`config.mk`:
```
export PLATFORM = sky130hd
export DESIGN_NAME = featuremap_maxpool2x2
export DESIGN_NICKNAME = d
export VERILOG_FILES = /design/src/rtl/featuremap_pkg.sv /design/src/rtl/featuremap_maxpool2x2_fp32_max2.sv /design/src/rtl/featuremap_maxpool2x2.sv
export SDC_FILE = /design/constraint.sdc
export NUM_CORES = 1
export LEC_CHECK = 0
export CAP_MARGIN = 20
export CORE_UTILIZATION = 62
export CTS_BUF_LIST = sky130_fd_sc_hd__clkbuf_16
export DETAILED_ROUTE_END_ITERATION = 8
export GPL_ROUTABILITY_DRIVEN = 1
export GPL_TIMING_DRIVEN = 1
export PLACE_DENSITY = 0.79
export SETUP_SLACK_MARGIN = 0.2
export SKIP_CTS_REPAIR_TIMING = 1
export SLEW_MARGIN = 20
export SYNTH_ARGS = -nofsm -noshare
export SYNTH_HDL_FRONTEND = slang
export SYNTH_SLANG_ARGS = --single-unit
export TNS_END_PERCENT = 20
```
`constraint.sdc`:
```
create_clock -name clk -period 8.5 [get_ports clk]
set_clock_uncertainty 0.2 [all_clocks]
set_input_delay 0.85 -clock clk [delete_from_list [all_inputs] [get_ports clk]]
set_output_delay 0.85 -clock clk [all_outputs]
set_load 0.01 [all_outputs]
```
`src/rtl/featuremap_pkg.sv`:
```
// featuremap_pkg: fp32 field constants and sign-magnitude compare helpers,
// shared by the conv2d, add_bias and maxpool feature-map blocks.
package featuremap_pkg;

   localparam int SIGN_BIT = 31;
   localparam int MAG_MSB  = 30;

   typedef logic [31:0] fp32_t;

   // Strict a > b on raw fp32 bits; +0 and -0 compare equal, NaN/Inf undefined.
   function automatic logic fp32_gt(input logic [31:0] a, input logic [31:0] b);
      return (a[SIGN_BIT] ^ b[SIGN_BIT]) ? (!a[SIGN_BIT] && (|{a[MAG_MSB:0], b[MAG_MSB:0]})) :
             a[SIGN_BIT]                 ? (a[MAG_MSB:0] < b[MAG_MSB:0]) :
                                           (a[MAG_MSB:0] > b[MAG_MSB:0]);
   endfunction

   function automatic logic [31:0] fp32_relu(input logic [31:0] a);
      return a[SIGN_BIT] ? 32'h0 : a;
   endfunction

endpackage

```
`src/rtl/featuremap_maxpool2x2_fp32_max2.sv`:
```
// fp32_max2: combinational 2-input fp32 max; ties return the first operand.
module fp32_max2
   import featuremap_pkg::*;
#(
   parameter int DATA_WIDTH = 32
) (
   input  logic [DATA_WIDTH-1:0] a,
   input  logic [DATA_WIDTH-1:0] b,
   output logic [DATA_WIDTH-1:0] y
);

   assign y = fp32_gt(b, a) ? b : a;

endmodule

```
`src/rtl/featuremap_maxpool2x2.sv`:
```
// featuremap_maxpool2x2: streaming 2x2/stride-2 fp32 max-pool over a WIDTH x HEIGHT raster.
// Define FEATUREMAP_POOL_RELU_EN to apply ReLU to data_in ahead of pooling.
module featuremap_maxpool2x2
   import featuremap_pkg::*;
#(
   parameter int DATA_WIDTH = 32,
   parameter int WIDTH      = 56,
   parameter int HEIGHT     = 56
) (
   input  logic                  clk,
   input  logic                  rst,
   input  logic                  valid_in,
   input  logic [DATA_WIDTH-1:0] data_in,
   output logic                  valid_out,
   output logic [DATA_WIDTH-1:0] data_out,
   output logic                  frame_done
);

   localparam int CW = $clog2(WIDTH);
   localparam int RW = $clog2(HEIGHT);
   localparam int LW = (WIDTH > 2) ? $clog2(WIDTH / 2) : 1;

   generate
      if ((WIDTH % 2) != 0 || (HEIGHT % 2) != 0) begin : g_odd_dims
         $error("featuremap_maxpool2x2: WIDTH and HEIGHT must be even");
      end
   endgenerate

   logic [CW-1:0]         col_cnt;
   logic [RW-1:0]         row_cnt;
   logic [DATA_WIDTH-1:0] hmax_q;
   logic [DATA_WIDTH-1:0] linebuf [WIDTH/2];
   logic [DATA_WIDTH-1:0] din;
   logic [DATA_WIDTH-1:0] pair_max;
   logic [DATA_WIDTH-1:0] win_hi;
   logic [DATA_WIDTH-1:0] win_max;
   logic [LW-1:0]         lb_idx;
   logic                  col_last;
   logic                  row_last;

`ifdef FEATUREMAP_POOL_RELU_EN
   assign din = fp32_relu(data_in);
`else
   assign din = data_in;
`endif

   assign lb_idx   = LW'(col_cnt >> 1);
   assign col_last = col_cnt == CW'(WIDTH - 1);
   assign row_last = row_cnt == RW'(HEIGHT - 1);

   fp32_max2 #(.DATA_WIDTH(DATA_WIDTH)) u_pair (.a(hmax_q),          .b(din), .y(pair_max));
   fp32_max2 #(.DATA_WIDTH(DATA_WIDTH)) u_hi   (.a(linebuf[lb_idx]), .b(hmax_q), .y(win_hi));
   fp32_max2 #(.DATA_WIDTH(DATA_WIDTH)) u_win  (.a(win_hi),          .b(din), .y(win_max));

   always_ff @(posedge clk or negedge rst) begin
      if (!rst) begin
         col_cnt    <= '0;
         row_cnt    <= '0;
         hmax_q     <= '0;
         valid_out  <= 1'b0;
         data_out   <= '0;
         frame_done <= 1'b0;
      end else begin
         valid_out  <= 1'b0;
         frame_done <= 1'b0;
         if (valid_in) begin
            col_cnt <= col_last ? '0 : col_cnt + 1'b1;
            if (col_last)
               row_cnt <= row_last ? '0 : row_cnt + 1'b1;
            if (!col_cnt[0])
               hmax_q <= din;
            if (col_cnt[0] && row_cnt[0]) begin
               data_out   <= win_max;
               valid_out  <= 1'b1;
               frame_done <= row_last && col_last;
            end
         end
      end
   end

   // Even rows always rewrite an entry before the odd row reads it, so no reset is needed.
   always_ff @(posedge clk) begin
      if (valid_in && col_cnt[0] && !row_cnt[0])
         linebuf[lb_idx] <= pair_max;
   end

endmodule
```
==> summary.md <==
| Metric | Value |
|---|---|
| Status | finished, violations left |
| Failing checks | DRC |
| Share of layout cells above drive strength 1 | 20.0% |
| Synth top cells by count | edfxtp_1, mux2i_1, mux4_2 |
| Fraction of registers with async set/reset | 8.01% |
| Synth top area cells | edfxtp_1, mux4_2, dfrtp_1 |
| Hold path cells | 2 |
| Post-Syn Area per Cell | 16.9 um2 |
| Initial Utilization | 63.2% |
| Fin. max-slew vios | 0 |
| Clock slew at reported path FFs | 0.06 ns |
| Post-synth EDFFs | 896 |
| Hold Crit Start | data_out[31] |
| Avg WL per Cell | 32.6 um |
| R2R Setup Slk | 0.49 ns |
| Synthesized instance count | 2432 |
| Largest net degree at the start of global routing | 66 |
| Worst hold endpoint | data_out[31] |
| Number of fill cells | 3755 |
| Sequential area share after synthesis | 70.3% |
| DIE AREA | 67200 um2 |
| Hold/Removal Path Class | flop to flop |
| Total number of vias | 24.7k |
| Worst skew pair latency | 0.68 ns |
| Antenna violations before repair | 0 |
| Peak per-stage delay on the critical path | 0.79 ns |
| CTS sink cnt | 974 |
| Dominant cell type by area after synthesis | edfxtp_1 |
| Synth Cell Area | 41000 um2 |
| Yosys synthesis warning count | 0 |
| Num rows | 93 |
| Total core area | 64900 um2 |
| Buf/Inv on CP | 5 |
| CTS tree | done |
| Slowest cell on crit path | or4b_2 |
| PortBufs | 68 |
| Max Clock Freq | 125 MHz |
| 1st-iter DRT viols | 3839 |
| VDD IR max | 0.000202 V |
| DRC | 2 |
| Post-synth top area share | 65.6% |
| CTS Buf Count | 95 |
| Crit path max fanout | 34 |
| Worst R2R End | data_out[10] |
| Netlist cell types | 70 |
| CTS H-tree depth | 3 |
| Worst Max-Slew Pin Slew | 1.16 ns |
| Drt total wl | 115 mm |
| Multi-input gate area | 11600 um2 |
| Most common cell in the netlist | edfxtp_1 |
| Vias in the first global route | 24.3k |
| # nets final | 2728 |
| Total congestion overflow | 0 |
| Setup TNS | 0 ns |
| RSZ-0062 raised after global routing | false |
| Synth Flop Type | edfxtp_1 |
| Antenna Nets Post-Route | 0 |
| Detailed Routing Iterations Pass 1 | 9 |
| DP HPWL | 69.4 mm |
| Total global-route track usage | 34.4% |
| Pwr dens | 370 nW/um2 |
| Gpl congestion | 0.948 |
| Vias per cell | 7.00 |
| Root Driver | clkbuf_16 |
| FF/Latch Area | 28900 um2 |
| N_diodes | 0 |
| First-pass GRT wire length | 164 mm |
| Max-Cap Viols | 0 |
| IO Pins | 69 |
| Bufs on Longest Clock Path | 3 |
| Net Count, Synth | 2561 |
| Critical path arrival | 8.41 ns |
| CP Class | flop to flop |
| Slew HR | 21.5% |
| Post-Place Worst Slack | -0.0130 ns |
| Crit end category | flop |
| Final hold vios | 0 |
| Chip Width | 259 um |
| Synth-to-layout area growth | 14.7% |
| Synthesis-stage register bit count | 974 |
| Worst setup SP type | flop |
| Worst Reg-to-Reg Cells | 31 |
| Min Clock Period, post-route | 8.01 ns |
| Final setup viols | 0 |
| Fin crit share | 94.2% |
| Tot Pwr | 0.0174 W |
| CP required | 8.90 ns |
| Die Y | 259 um |
| Worst R2R Start | col_cnt[1] |
| Final WS setup | 0.491 ns |
| Leak | 16.2 nW |
| Worst path top cell family by delay | simple AND/OR/NAND/NOR gates |
-- state kept, by name, indices dropped and copies added (netlist names) --
signal / count
col_cnt: 6
hmax_q: 32
frame_done: 1
row_cnt: 6
data_out: 32
linebuf: 896
valid_out: 1
-- area by class of cell --
cell class | count | share of cell area [%]
Tap cell | 855 | 2.27
Multi-Input combinational cell | 1270 | 24.7
Sequential cell | 974 | 61.4
Timing Repair Buffer | 195 | 3.95
Inverter | 63 | 0.503
Clock buffer | 97 | 5.16
Clock inverter | 77 | 1.99
-- cell usage in the layout (no fill, tap or decap), types with 18 or more instances in the layout --
| cell type | instances |
|---|---|
| edfxtp_1 | 896 |
| mux2i_1 | 163 |
| mux4_2 | 144 |
| buf_4 | 111 |
| nor2_1 | 105 |
| clkbuf_16 | 100 |
| a21oi_1 | 99 |
| nand2_1 | 94 |
| ha_1 | 94 |
| o21ai_0 | 87 |
| dfrtp_1 | 74 |
| clkdlybuf4s50_1 | 67 |
| inv_1 | 63 |
| a22oi_1 | 53 |
| o22ai_1 | 48 |
| mux2_2 | 38 |
| nand4_1 | 33 |
| nand3_1 | 29 |
| o31a_1 | 29 |
| nor2_4 | 28 |
| a21o_1 | 24 |
| clkinv_1 | 21 |
| bufinv_16 | 20 |
| o211ai_1 | 19 |
| nor4_1 | 18 |
-- power breakdown --
group	internal [W]	switching [W]	total [W]
Sequential	0.00584	0.000222	0.00606
Combinational	0.00259	0.00423	0.00682
Clock	0.00269	0.00184	0.00453
Total	0.0111	0.00629	0.0174
-- worst reg2reg max path: cells and delay by family, from the launching register on --
| kind | cells | cell delay [ns] |
|---|---|---|
| adders and majority gates | 2 | 0.52 |
| AOI/OAI and AO/OA | 11 | 2.62 |
| and+or+nand+nor | 12 | 2.71 |
| muxes | 1 | 0.30 |
| buffers and inverters | 5 | 1.04 |
| DFF | 1 | 0.57 |
-- worst max-delay path by stage --
| stage | end | start | slack [ns] | cells past startpoint |
|---|---|---|---|---|
| after floorplan | data_out[11] | col_cnt[3] | 1.19 | 32 |
| after global placement | data_out[22] | col_cnt[1] | 0.13 | 32 |
| after detailed placement | data_out[2] | col_cnt[1] | -0.01 | 32 |
| after CTS | data_out[21] | col_cnt[1] | -0.12 | 33 |
| after global routing | data_out[24] | col_cnt[1] | 0.15 | 32 |
| final | data_out[10] | col_cnt[1] | 0.49 | 31 |
-- logic make-up (layout without fill, tap and decap cells) --
family                     count (synthesis)  after routing  synth area share (%)
adders and majority gates                 94             94                  2.87
xor gates and xnor gates                   4              4                0.0854
DFF                                      974            974                  70.3
muxes                                    347            347                  13.0
and+or+nand+nor                          393            393                  4.66
AOI/OAI and AO/OA                        432            432                  6.83
buffers and inverters                    188            432                  2.21
-- per-layer routing --
| layer | vias up | track usage, % | wire, um |
|---|---|---|---|
| li1 | 10105 | - | - |
| met1 | 12380 | 46.9 | 41200 |
| met2 | 1875 | 53.8 | 53500 |
| met3 | 367 | 7.63 | 15000 |
| met4 | 0 | 15.4 | 5430 |
| met5 | - | 0 | 0 |
-- through the flow --
step / area, um2 / hold WS [ns] / instances / utilization (%)
floorplan: 41000 / 0.251 / 2432 / -
global placement: 43300 / 0.272 / 3337 / 66.6
detailed placement: 43300 / 0.275 / 3337 / 66.6
CTS: 46600 / -0.152 / 3511 / 71.8
global route: 47000 / 0.319 / 3531 / 72.4
finish: 47000 / 0.282 / 3531 / 72.4
Power figures use the tool's default switching activity.
